[src/rtl/mem_arb_pkg.sv]
// Shared types and counter widths for the unified instruction/data memory arbiter.
package mem_arb_pkg;

  typedef enum logic {IDLE, WAIT} arb_state_e;
  typedef enum logic {OWN_I, OWN_D} arb_owner_e;

  localparam int LAT_W    = 3;
  localparam int STARVE_W = 4;

endpackage

[src/rtl/mem_arbiter.sv]
// Single-port memory arbiter: data-priority grant between fetch and load/store,
// fixed-latency response return, and a starvation counter that forces fetch through.
module mem_arbiter
  import mem_arb_pkg::*;
#(
  parameter int LATENCY    = 1,
  parameter int STARVE_MAX = 4
) (
  input  logic        clk,
  input  logic        reset,
  input  logic        i_req,
  input  logic [31:0] i_addr,
  output logic        i_ready,
  output logic        i_rvalid,
  output logic [31:0] i_rdata,
  input  logic        d_req,
  input  logic [3:0]  d_we,
  input  logic [31:0] d_addr,
  input  logic [31:0] d_wdata,
  output logic        d_ready,
  output logic        d_rvalid,
  output logic [31:0] d_rdata,
  output logic        m_en,
  output logic [3:0]  m_we,
  output logic [31:0] m_addr,
  output logic [31:0] m_wdata,
  input  logic [31:0] m_rdata
);

  localparam logic [LAT_W-1:0]    LAT_INIT   = LAT_W'(LATENCY - 1);
  localparam logic [STARVE_W-1:0] STARVE_LIM = STARVE_W'(STARVE_MAX);

  arb_state_e            state;
  arb_owner_e            owner;
  logic [LAT_W-1:0]      lat_cnt;
  logic [STARVE_W-1:0]   starve_cnt;

  logic resp;
  logic grant_ok;
  logic starved;
  logic pick_i;
  logic pick_d;

  // reset is active-low; gating with it keeps every strobe at 0 while held in reset
  always_comb begin
    resp     = 1'b0;
    grant_ok = 1'b0;
    starved  = 1'b0;
    pick_i   = 1'b0;
    pick_d   = 1'b0;
    i_ready  = 1'b0;
    d_ready  = 1'b0;
    i_rvalid = 1'b0;
    d_rvalid = 1'b0;
    m_en     = 1'b0;
    m_we     = 4'b0000;
    m_addr   = i_addr;
    m_wdata  = '0;

    resp     = (state == WAIT) && (lat_cnt == '0);
    grant_ok = reset && ((state == IDLE) || resp);
    starved  = (starve_cnt == STARVE_LIM);
    pick_i   = grant_ok && i_req && (starved || !d_req);
    pick_d   = grant_ok && d_req && !(starved && i_req);

    i_ready  = pick_i;
    d_ready  = pick_d;
    m_en     = pick_i || pick_d;
    if (pick_d) begin
      m_we    = d_we;
      m_addr  = d_addr;
      m_wdata = d_wdata;
    end

    i_rvalid = reset && resp && (owner == OWN_I);
    d_rvalid = reset && resp && (owner == OWN_D);
  end

  assign i_rdata = m_rdata;
  assign d_rdata = m_rdata;

  // A grant in the response cycle restarts WAIT directly, giving back-to-back accesses
  always_ff @(posedge clk or negedge reset) begin
    if (!reset) begin
      state      <= IDLE;
      owner      <= OWN_I;
      lat_cnt    <= '0;
      starve_cnt <= '0;
    end else begin
      if (m_en) begin
        state   <= WAIT;
        owner   <= pick_d ? OWN_D : OWN_I;
        lat_cnt <= LAT_INIT;
      end else if (state == WAIT) begin
        if (lat_cnt != '0)
          lat_cnt <= lat_cnt - 1'b1;
        else
          state <= IDLE;
      end

      if (i_ready)
        starve_cnt <= '0;
      else if (i_req && (starve_cnt != STARVE_LIM))
        starve_cnt <= starve_cnt + 1'b1;
    end
  end

endmodule

[config.mk]
export PLATFORM = sky130hd
export DESIGN_NAME = mem_arbiter
export DESIGN_NICKNAME = d
export VERILOG_FILES = /design/src/rtl/mem_arb_pkg.sv /design/src/rtl/mem_arbiter.sv
export SDC_FILE = /design/constraint.sdc
export NUM_CORES = 1
export LEC_CHECK = 0
export ABC_AREA = 1
export CORE_ASPECT_RATIO = 1.25
export CORE_MARGIN = 8
export CORE_UTILIZATION = 22
export DETAILED_ROUTE_END_ITERATION = 8
export GPL_TIMING_DRIVEN = 0
export PLACE_DENSITY = 0.79
export SLEW_MARGIN = 40
export SYNTH_ARGS = -nofsm -noshare
export SYNTH_HDL_FRONTEND = slang
export SYNTH_SLANG_ARGS = --single-unit
[constraint.sdc]
create_clock -name clk -period 1.66 [get_ports clk]
set_clock_uncertainty 0.15 [all_clocks]
set_input_delay 0.332 -clock clk [delete_from_list [all_inputs] [get_ports clk]]
set_output_delay 0.332 -clock clk [all_outputs]
set_load 0.02 [all_outputs]
==> results.md <==
* DP Cell Count at 658
* CP cell instances: inv_2 > ha_4 > nand2_8 > a21oi_4 > buf_12 > buf_8 > nand4_1 > nand2_2 > buf_6
* Cell Count, Final, Fillers Out at 685
* Final ANT Viol Nets at 0
* Share of flip-flops with an asynchronous set or reset at 1.00
* CP Data Arrival Time at 1760 ps
* Switching Share at 0.470
* DP Area at 4940 um2
* GRT overflow at 0
* # fillers at 689
* GP Congestion at 0.785
* Sequential share of power at 0.095
* Clock power frac at 0.055
* Clk Latency, worst-skew pair at 240 ps
* Max Cap Violations at 0
* Mapped Area at 1890 um2
* Top FF cell, synth: dfrtp_1
* Final period util at 1.35
* Largest net degree at the start of global routing at 11
* Initial DRT Pass Iterations at 4
* Final Setup Violations at 73
* Largest area contributor in the netlist: buf_4
* Fin area at 5490 um2
* Synthesis-stage register bit count at 9
* Failing checks: negative setup slack
* Top Family by Delay on Critical Path: buffers and inverters
* Die X at 99.0 um
* Total track usage at 0.177
* Netlist cell types at 22
* RSZ-0062 raised after global routing: true
* Seq/Total Area, Yosys at 0.119
* Vias in the first global route at 3210
* Syn_nets at 459
* Critical path type: flip-flop to output port
* Die Y at 120 um
* Clock slew at reported path FFs at 50 ps
* EDFF count, synth at 0
* Slowest cell on crit path: dfrtp_1
* Combinational Power Share at 0.850
* Top cell type's share of synthesized area at 0.258
* Status: finished with violations
* Row count at 38
* Net Sw Power at 2200 uW
* Syn. warnings at 0
* H-tree depth at 1
* Via count at 3005
* CTS Buf Count at 3
* DR vias/cell at 4.39
* Slew margin rel. at 0.671
* Antenna cell count at 0
* Worst setup SP type: flip-flop
* PwrDens at 854 nW/um2
* Peak VDD IR at 0.000444 V
* Fmax at 0.446 GHz
* Crit path buffers/inverters at 4
* # DRC at 0
* Setup crit end kind: output port
* Worst-Margin Slew at 494 ps
* DR WL/cell at 16.9 um
* Post-Synthesis Cells at 319
* Internal power at 2480 uW
* Final Routed Wirelength at 11600 um
* Top cells by area, synth: buf_4, nand2_1, dfrtp_1
* Ports at 273
* Worst setup margin at -583 ps
* Crit-path max cell delay at 390 ps
* First-pass GRT wire length at 16900 um
* CTS tree: done
* Syn_area_per_cell at 5.93 um2
* CORE AREA at 8510 um2
* Final Hold Fails at 0
* 1st-iter DRT viols at 43
* Full die area at 11800 um2
* Max FO, Critical Path at 10
* PortBufs at 239
* Num Clock Sinks at 9
* Leak pwr at 0.00256 uW
* Layout area overhead at 190%
* CTS Root Cell: clkbuf_8
* Hold/Removal Path Class: flip-flop to flip-flop
* Final Max Slew Viols at 0
* Clk buf depth at 2
* Hpwl dp at 9700 um
* Layout cell share with drive strength beyond 1 at 0.487
* Starting Density at 0.222
* Min Clock Period, post-route at 2240 ps
* Antenna violations before repair at 0
* Nets at 726
* Final TNS setup at -36970 ps
* Critical path data required time at 1180 ps
==> power groups by stage <==
stage | registers [uW] | clock network, uW | logic (uW)
6_report | 445 | 259 | 3980
3_3_place_gp | 414 | 0 | 3100
3_5_place_dp | 421 | 0 | 3160
5_1_grt | 452 | 276 | 4240
2_1_floorplan | 404 | 0 | 1910
4_1_cts | 422 | 262 | 3750
==> sequential cells by signal, summed over array words and instances, names as in the netlist <==
name and cells:
lat_cnt 3, state 1, starve_cnt 4, owner 1
==> synth_stat cells (2+ instances only) <==
cell type,number
nand2_1,77
buf_4,65
inv_1,50
nor2_1,40
nand4_1,33
dfrtp_1,9
nand3_1,7
clkbuf_1,6
buf_6,5
nor2_2,5
buf_2,4
ha_1,4
o21ai_0,3
nor4_1,2
xor2_1,2
==> kinds of logic after synthesis <==
family          share of synthesized area
compound gates                     0.0192
fa+ha+maj                          0.0264
xor+xnor                          0.00925
buf+inv                             0.416
flops                               0.119
simple gates                        0.410
==> per-layer routing <==
metal / global-route usage / vias up / share of wire
li1: - / 1454 / -
met1: 0.155 / 1338 / 0.32
met2: 0.344 / 194 / 0.53
met3: 0.0875 / 19 / 0.13
met4: 0.0433 / 0 / 0.019
met5: 0 / - / 0
==> worst min-delay path, cell delays in order (launching register included) <==
cell and delay, ps:
dfrtp_1 340, nand2_1 60, nand2_1 60, nor2_1 30
==> cell type report <==
type	count	area (um2)	area share
multi-input combinational	180	1500	0.274
clock buffer	4	45.0	0.00821
inverter	50	188	0.0342
buffer	76	622	0.113
timing repair buffer	266	2780	0.507
tap	100	125	0.0228
sequential	9	226	0.0413
==> final timing paths <==
| check | slack [ps] | start | end | depth (start not counted) |
|---|---|---|---|---|
| worst min register to register | 390 | starve_cnt[3] | starve_cnt[3] | 3 |
| min in group asynchronous | 550 | reset | starve_cnt[3] | 2 |
| worst max register to register | 20 | lat_cnt[1] | lat_cnt[1] | 9 |
| worst min-delay path | 390 | starve_cnt[3] | starve_cnt[3] | 3 |
| worst max-delay path | -580 | lat_cnt[1] | m_addr[27] | 9 |
| max in group asynchronous | 480 | reset | state | 2 |
==> cells in the final DEF, fill, tap and decap left out, types with 2 or more instances in the layout <==
cell type / count
nand2_2: 33
nand2_8: 2
nand4_4: 3
nand2_1: 23
buf_12: 6
nand4_1: 33
inv_1: 45
nor2_1: 8
buf_6: 67
clkdlybuf4s50_1: 164
buf_2: 2
nand3_1: 5
dfrtp_1: 8
buf_4: 87
xor2_1: 2
nor2_4: 37
ha_4: 2
buf_8: 5
clkbuf_16: 3
ha_1: 2
clkbuf_8: 3
inv_2: 5
o21ai_0: 3
nand2_4: 21
clkbuf_1: 4
clkbuf_4: 2
==> per-stage QoR <==
| stage | setup slack (ps) | power, uW | hold slack [ps] | utilization |
|---|---|---|---|---|
| 4_1_cts | -598 | 4440 | 370 | 0.621 |
| 2_1_floorplan | -191 | 2320 | -114 | - |
| 5_1_grt | -653 | 4970 | 417 | 0.645 |
| 3_5_place_dp | -1670 | 3580 | 362 | 0.580 |
| 6_report | -583 | 4680 | 388 | 0.645 |
| 3_3_place_gp | -1640 | 3510 | 353 | 0.580 |
==> what timing repair did <==
action	4_1_cts	5_1_grt
buffers inserted	21	2
pin swaps	23	18
gates cloned	3	2
endpoints found under the setup margin	79	80
hold buffers	1	0
resized for setup	454	48
hold endpoints to repair	9	0
(Power assumes the default switching activity.)
